[src/rtl/imm_pkg.sv]
// rtl/imm_pkg.sv - shared constants and helpers for the registered immediate generator
//
// Purpose: immediate format codes, RV32/RV64 base opcodes, skid buffer state
//          encoding and the opcode-driven format decoder used when
//          IMM_AUTO_DECODE_EN is defined.
// Ports:   none (package).
package imm_pkg;

   localparam logic [2:0] IMM_I     = 3'b000;
   localparam logic [2:0] IMM_S     = 3'b001;
   localparam logic [2:0] IMM_B     = 3'b010;
   localparam logic [2:0] IMM_J     = 3'b011;
   localparam logic [2:0] IMM_U     = 3'b100;
   localparam logic [2:0] IMM_SHAMT = 3'b101;
   localparam logic [2:0] IMM_ZIMM  = 3'b110;
   localparam logic [2:0] IMM_ILL   = 3'b111;

   localparam logic [6:0] OPC_OP_IMM = 7'b0010011;
   localparam logic [6:0] OPC_LOAD   = 7'b0000011;
   localparam logic [6:0] OPC_JALR   = 7'b1100111;
   localparam logic [6:0] OPC_STORE  = 7'b0100011;
   localparam logic [6:0] OPC_BRANCH = 7'b1100011;
   localparam logic [6:0] OPC_JAL    = 7'b1101111;
   localparam logic [6:0] OPC_LUI    = 7'b0110111;
   localparam logic [6:0] OPC_AUIPC  = 7'b0010111;
   localparam logic [6:0] OPC_SYSTEM = 7'b1110011;

   typedef enum logic [1:0] {
      BUF_EMPTY = 2'b00,
      BUF_ONE   = 2'b01,
      BUF_TWO   = 2'b10
   } buf_state_e;

   // Shift-immediate ops live inside OP-IMM and are told apart by funct3.
   function automatic logic [2:0] auto_fmt(input logic [31:0] instr);
      logic [2:0] fmt;
      case (instr[6:0])
         OPC_OP_IMM: fmt = (instr[14:12] == 3'b001 || instr[14:12] == 3'b101) ? IMM_SHAMT : IMM_I;
         OPC_LOAD,
         OPC_JALR:   fmt = IMM_I;
         OPC_STORE:  fmt = IMM_S;
         OPC_BRANCH: fmt = IMM_B;
         OPC_JAL:    fmt = IMM_J;
         OPC_LUI,
         OPC_AUIPC:  fmt = IMM_U;
         OPC_SYSTEM: fmt = IMM_ZIMM;
         default:    fmt = IMM_ILL;
      endcase
      return fmt;
   endfunction

endpackage

[src/rtl/imm_extract.sv]
// rtl/imm_extract.sv - combinational immediate extraction and extension
//
// Purpose: builds the XLEN-wide immediate for one instruction word.
//          With IMM_AUTO_DECODE_EN defined the format comes from the opcode
//          and fmt is ignored; otherwise fmt selects the format.
// Ports:   instr - raw instruction word
//          fmt   - format select (IMM_* code)
//          imm   - extended immediate
//          err   - format was illegal; imm is forced to zero
module imm_extract
   import imm_pkg::*;
#(
   parameter int XLEN = 32
) (
   input  logic [31:0]     instr,
   input  logic [2:0]      fmt,
   output logic [XLEN-1:0] imm,
   output logic            err
);

   logic [2:0]  fmt_eff;
   logic [63:0] full;
   logic        unused_bits;

`ifdef IMM_AUTO_DECODE_EN
   assign fmt_eff     = auto_fmt(instr);
   assign unused_bits = ^fmt;
`else
   assign fmt_eff     = fmt;
   assign unused_bits = ^instr[6:0];
`endif

   // Everything is formed at 64 bits and truncated, so the U-type upper-word
   // sign fill needs no zero-width replication when XLEN is 32.
   always_comb begin
      full = 64'd0;
      err  = 1'b0;
      case (fmt_eff)
         IMM_I:     full = {{52{instr[31]}}, instr[31:20]};
         IMM_S:     full = {{52{instr[31]}}, instr[31:25], instr[11:7]};
         IMM_B:     full = {{51{instr[31]}}, instr[31], instr[7], instr[30:25], instr[11:8], 1'b0};
         IMM_J:     full = {{43{instr[31]}}, instr[31], instr[19:12], instr[20], instr[30:21], 1'b0};
         IMM_U:     full = {{32{instr[31]}}, instr[31:12], 12'd0};
         IMM_SHAMT: full = (XLEN == 64) ? {58'd0, instr[25:20]} : {59'd0, instr[24:20]};
         IMM_ZIMM:  full = {59'd0, instr[19:15]};
         default:   err  = 1'b1;
      endcase
   end

   assign imm = full[XLEN-1:0];

endmodule

[src/rtl/imm_gen_pipe.sv]
// rtl/imm_gen_pipe.sv - registered immediate generator with 2-entry skid buffer
//
// Purpose: accepts instructions over a valid/ready handshake, extracts the
//          immediate through imm_extract and holds up to two results in a
//          FIFO-ordered skid buffer. Optional macro: IMM_AUTO_DECODE_EN.
// Ports:   clk, rst                         - clock, synchronous active-high reset
//          in_valid/in_ready                - input handshake
//          in_instr, in_imm_src, in_tag     - instruction, format select, sideband
//          out_valid/out_ready              - output handshake
//          out_imm, out_tag, out_err        - head entry of the buffer
module imm_gen_pipe
   import imm_pkg::*;
#(
   parameter int XLEN  = 32,
   parameter int TAG_W = 5
) (
   input  logic             clk,
   input  logic             rst,
   input  logic             in_valid,
   output logic             in_ready,
   input  logic [31:0]      in_instr,
   input  logic [2:0]       in_imm_src,
   input  logic [TAG_W-1:0] in_tag,
   output logic             out_valid,
   input  logic             out_ready,
   output logic [XLEN-1:0]  out_imm,
   output logic [TAG_W-1:0] out_tag,
   output logic             out_err
);

   logic [XLEN-1:0]  new_imm;
   logic             new_err;

   buf_state_e       state_q, state_d;
   logic             in_ready_q, in_ready_d;
   logic [XLEN-1:0]  head_imm_q, head_imm_d, tail_imm_q, tail_imm_d;
   logic [TAG_W-1:0] head_tag_q, head_tag_d, tail_tag_q, tail_tag_d;
   logic             head_err_q, head_err_d, tail_err_q, tail_err_d;
   logic             in_fire, out_fire;

   imm_extract #(.XLEN(XLEN)) u_extract (
      .instr (in_instr),
      .fmt   (in_imm_src),
      .imm   (new_imm),
      .err   (new_err)
   );

   assign in_fire  = in_valid && in_ready_q;
   assign out_fire = (state_q != BUF_EMPTY) && out_ready;

   // Head always drives the outputs; tail only fills when the head is stalled.
   always_comb begin
      state_d    = state_q;
      head_imm_d = head_imm_q;
      head_tag_d = head_tag_q;
      head_err_d = head_err_q;
      tail_imm_d = tail_imm_q;
      tail_tag_d = tail_tag_q;
      tail_err_d = tail_err_q;
      case (state_q)
         BUF_EMPTY: begin
            if (in_fire) begin
               head_imm_d = new_imm;
               head_tag_d = in_tag;
               head_err_d = new_err;
               state_d    = BUF_ONE;
            end
         end
         BUF_ONE: begin
            if (in_fire && out_fire) begin
               head_imm_d = new_imm;
               head_tag_d = in_tag;
               head_err_d = new_err;
            end else if (in_fire) begin
               tail_imm_d = new_imm;
               tail_tag_d = in_tag;
               tail_err_d = new_err;
               state_d    = BUF_TWO;
            end else if (out_fire) begin
               state_d    = BUF_EMPTY;
            end
         end
         BUF_TWO: begin
            // in_ready is low here, so only the drain path exists.
            if (out_fire) begin
               head_imm_d = tail_imm_q;
               head_tag_d = tail_tag_q;
               head_err_d = tail_err_q;
               state_d    = BUF_ONE;
            end
         end
         default: state_d = BUF_EMPTY;
      endcase
      in_ready_d = (state_d != BUF_TWO);
   end

   always_ff @(posedge clk) begin
      if (rst) begin
         state_q    <= BUF_EMPTY;
         in_ready_q <= 1'b1;
         head_imm_q <= '0;
         head_tag_q <= '0;
         head_err_q <= 1'b0;
         tail_imm_q <= '0;
         tail_tag_q <= '0;
         tail_err_q <= 1'b0;
      end else begin
         state_q    <= state_d;
         in_ready_q <= in_ready_d;
         head_imm_q <= head_imm_d;
         head_tag_q <= head_tag_d;
         head_err_q <= head_err_d;
         tail_imm_q <= tail_imm_d;
         tail_tag_q <= tail_tag_d;
         tail_err_q <= tail_err_d;
      end
   end

   assign in_ready  = in_ready_q;
   assign out_valid = (state_q != BUF_EMPTY);
   assign out_imm   = head_imm_q;
   assign out_tag   = head_tag_q;
   assign out_err   = head_err_q;

endmodule

[config.mk]
export PLATFORM = sky130hd
export DESIGN_NAME = imm_gen_pipe
export DESIGN_NICKNAME = d
export VERILOG_FILES = /design/src/rtl/imm_pkg.sv /design/src/rtl/imm_extract.sv /design/src/rtl/imm_gen_pipe.sv
export SDC_FILE = /design/constraint.sdc
export NUM_CORES = 1
export LEC_CHECK = 0
export CORE_MARGIN = 5
export CORE_UTILIZATION = 39
export CTS_CLUSTER_DIAMETER = 80
export DETAILED_ROUTE_END_ITERATION = 10
export PLACE_DENSITY = 0.73
export SETUP_SLACK_MARGIN = 0.15
export SYNTH_ARGS = -nofsm -noshare
export SYNTH_HDL_FRONTEND = slang
export SYNTH_SLANG_ARGS = --single-unit
[constraint.sdc]
create_clock -name clk -period 1.5 [get_ports clk]
set_clock_uncertainty 0.2 [all_clocks]
set_input_delay 0.225 -clock clk [delete_from_list [all_inputs] [get_ports clk]]
set_output_delay 0.225 -clock clk [all_outputs]
set_load 0.05 [all_outputs]
==> flow_metrics.env <==
export IMPL_postLayoutCoreUtil_pct=68.9
export IMPL_synth_sequential_area_ratio_pct=41.4
export IMPL_global_route_wire_length_before_repair_um=21100
export IMPL_ys_top_cells_by_count="sky130_fd_sc_hd__dfxtp_1 (79), sky130_fd_sc_hd__nand2_1 (69), sky130_fd_sc_hd__a21oi_1 (45), sky130_fd_sc_hd__nor2_1 (37), sky130_fd_sc_hd__clkbuf_1 (24)"
export IMPL_dp_hpwl_um=7880
export IMPL_fin_area_mm2=0.00668
export IMPL_total_placed_instance_area_mm2=0.00555
export IMPL_final_max_slew_violation_count=0
export IMPL_critical_path_peak_fanout=21
export IMPL_floorplan_die_width_um=109
export IMPL_power_density_mw_per_mm2=882
export IMPL_numCtsBuffers=9
export IMPL_fraction_of_layout_instances_using_a_drive_strength_above_1_pct=44.5
export IMPL_core_region_area_mm2=0.00968
export IMPL_regArea_mm2=0.00162
export IMPL_setup_viol=77
export IMPL_syn_inst=456
export IMPL_clkLatencyLatePin_ns=0.38
export IMPL_syn_nets=500
export IMPL_largest_cells_by_area_after_synthesis="sky130_fd_sc_hd__dfxtp_1 (41%), sky130_fd_sc_hd__nand2_1 (6.8%), sky130_fd_sc_hd__a21oi_1 (5.9%), sky130_fd_sc_hd__nor2_1 (3.6%), sky130_fd_sc_hd__nand4b_1 (2.8%)"
export IMPL_synth_cell_type_count=42
export IMPL_timing_critical_path_cells="buf_6 > buf_6 > nand2b_4 > buf_4 > nor3_4 > buf_4 > buf_12 > nand3b_1 > a21oi_1"
export IMPL_synth_ff_latch_count=79
export IMPL_drtPass1Iterations=5
export IMPL_number_of_h_tree_levels=3
export IMPL_vdd_ir_drop_max_uv=483
export IMPL_fmax_mhz=544
export IMPL_detail_route_antenna_nets=0
export IMPL_clock_path_buffers=2
export IMPL_globalRoute_totalOverflow=0
export IMPL_critPathArrivalTime_ns=1.92
export IMPL_worstSetupStartpointType="register"
export IMPL_i_o_pins=84
export IMPL_timing_worst_setup_path_type="reg -> reg"
export IMPL_netlist_top_cell_by_area="sky130_fd_sc_hd__dfxtp_1"
export IMPL_area_growth_pct=74.7
export IMPL_failing_checks="negative setup slack"
export IMPL_worst_slack_ns=-0.339
export IMPL_tightestPinTransition_ns=0.332
export IMPL_grt_setup_unrepaired="true"
export IMPL_net_count_final=619
export IMPL_synth_top_cell_area_share_pct=41.4
export IMPL_vias=4270
export IMPL_postCtsHoldBufs=0
export IMPL_finalCritPeriodShare_pct=123
export IMPL_clock_tree_from_tritoncts="yes"
export IMPL_maxCapViolCount=0
export IMPL_asr_flop_ratio_synth_pct=0
export IMPL_postRouteWirelength_um=14800
export IMPL_vias_in_the_first_global_route=4294
export IMPL_fp_row_count=36
export IMPL_hold_viol=0
export IMPL_crit_path_max_incr_delay_ns=0.34
export IMPL_place_gp_congestion=0.827
export IMPL_detail_route_drc_violations=0
export IMPL_setup_total_negative_slack_ns=-19.07
export IMPL_design_die_area_mm2=0.0119
export IMPL_status="finished with violations"
export IMPL_cp_slowest_cell="sky130_fd_sc_hd__dfxtp_2"
export IMPL_clock_slew_at_reported_path_ffs_ns=0.10
export IMPL_critical_path_required_ns=1.58
export IMPL_most_frequent_cell_after_synthesis="sky130_fd_sc_hd__dfxtp_1"
export IMPL_track_usage_pct=23.0
export IMPL_period_needed_ns=1.84
export IMPL_numClockSinks=79
export IMPL_avgViaCountPerCell=5.99
export IMPL_detail_route_wl_per_cell_um=20.7
export IMPL_die_y_um=109
export IMPL_multiInputGateArea_mm2=0.00248
export IMPL_grt_max_degree=27
export IMPL_synth_enable_flop_cells=0
export IMPL_number_of_antenna_violations_at_the_first_check_in_global_routing=0
export IMPL_ys_flop_type="sky130_fd_sc_hd__dfxtp_1"
export IMPL_synth_cell_area_mm2=0.00382
export IMPL_fillCellCount=645
export IMPL_setup_worst_path_end_class="register"
export IMPL_cts_root_buf="sky130_fd_sc_hd__clkbuf_8"
export IMPL_slew_limit_headroom_pct=77.8
export IMPL_min_path_type="in -> reg"
export IMPL_place_port_buffers=76
export IMPL_cellLeakagePower_uw=0.00247
export IMPL_total_of_warnings_raised_by_yosys=0
export IMPL_initialDrtViolationCount=436
export IMPL_antennaDiodeCount=0
export IMPL_effective_utilization_at_floorplan_pct=39.4
export IMPL_postSynthAreaPerCell_um2=8.38
-- flip-flops by register name, summed over array words and instances (netlist names) --
signal / flops
out_imm: 32
tail_imm_q: 32
out_tag: 5
tail_tag_q: 5
state_q: 2
in_ready: 1
out_err: 1
tail_err_q: 1
-- cell families after synthesis --
group | after synthesis | synth area share (%)
muxes | 12 | 3.34
DFF | 79 | 41.4
AOI/OAI and AO/OA | 112 | 19.9
and+or+nand+nor | 203 | 28.8
buffers and inverters | 49 | 5.83
xor gates and xnor gates | 1 | 0.721
-- placed cells by master, fill, tap and decap left out, types with 9 or more instances in the layout --
cell type                         synthesis  final
sky130_fd_sc_hd__a211oi_2                 0     10
sky130_fd_sc_hd__a21oi_1                 45     32
sky130_fd_sc_hd__a21oi_2                  0     13
sky130_fd_sc_hd__and2_1                  12     12
sky130_fd_sc_hd__buf_12                   0     53
sky130_fd_sc_hd__buf_4                    4     39
sky130_fd_sc_hd__buf_6                    0     16
sky130_fd_sc_hd__clkbuf_8                 0     11
sky130_fd_sc_hd__clkdlybuf4s50_1          0     30
sky130_fd_sc_hd__dfxtp_1                 79     50
sky130_fd_sc_hd__dfxtp_2                  0     27
sky130_fd_sc_hd__nand2_1                 69     55
sky130_fd_sc_hd__nand3b_1                10     10
sky130_fd_sc_hd__nand4_1                  9      9
sky130_fd_sc_hd__nand4b_1                12     12
sky130_fd_sc_hd__nor2_1                  37     24
sky130_fd_sc_hd__o211ai_1                12     12
sky130_fd_sc_hd__o21ai_0                 12     10
-- final timing paths --
check,from,end,slack (ns),cells after the start
max,state_q[0],tail_imm_q[7],-0.34,9
min,in_valid,in_ready,0.08,3
max reg2reg,state_q[0],tail_imm_q[7],-0.34,9
min reg2reg,tail_tag_q[3],tail_tag_q[3],0.28,2
-- stage by stage --
step | std cells | setup WS [ns] | total power, uW | hold slack [ns]
floorplan | 456 | -0.163 | 3120 | 0.143
global placement | 674 | -0.628 | 3810 | 0.248
detailed placement | 674 | -0.683 | 3840 | 0.254
CTS | 708 | -0.261 | 5660 | 0.0931
global route | 713 | -0.385 | 6060 | 0.108
finish | 713 | -0.339 | 5890 | 0.0796
-- worst max-delay path, delay by kind of cell (launching register included) --
family	cells	cell delay (ns)
buf+inv	5	0.63
flops	1	0.34
simple gates	3	0.32
compound gates	1	0.24
-- what timing repair did --
action / CTS / global route
cloned: 10 / 0
endpoints found under the setup margin: 91 / 99
buffers inserted: 8 / 5
gates resized for setup: 46 / 104
pin swaps: 10 / 29
-- metal layers --
| layer | global-route usage [%] | wire (um) |
|---|---|---|
| met1 | 26.1 | 5550 |
| met2 | 40.5 | 7590 |
| met3 | 3.73 | 969 |
| met4 | 13.5 | 673 |
| met5 | 0 | 0 |
-- final cells by class --
class                   count  share of cell area, %
clock inverters             3                  0.637
well taps                 133                   2.49
inverters                   2                  0.112
clock buffers              13                   2.38
repair buffers            155                   32.9
multi-input cells         328                   37.2
flip-flops and latches     79                   24.3
-- power by group --
part           switching, uW  internal [uW]  total [uW]
Combinational            904            934        1840
Clock                    844            860        1700
Sequential               128           2220        2350
Total                   1880           4010        5890
(Power assumes the default switching activity.)
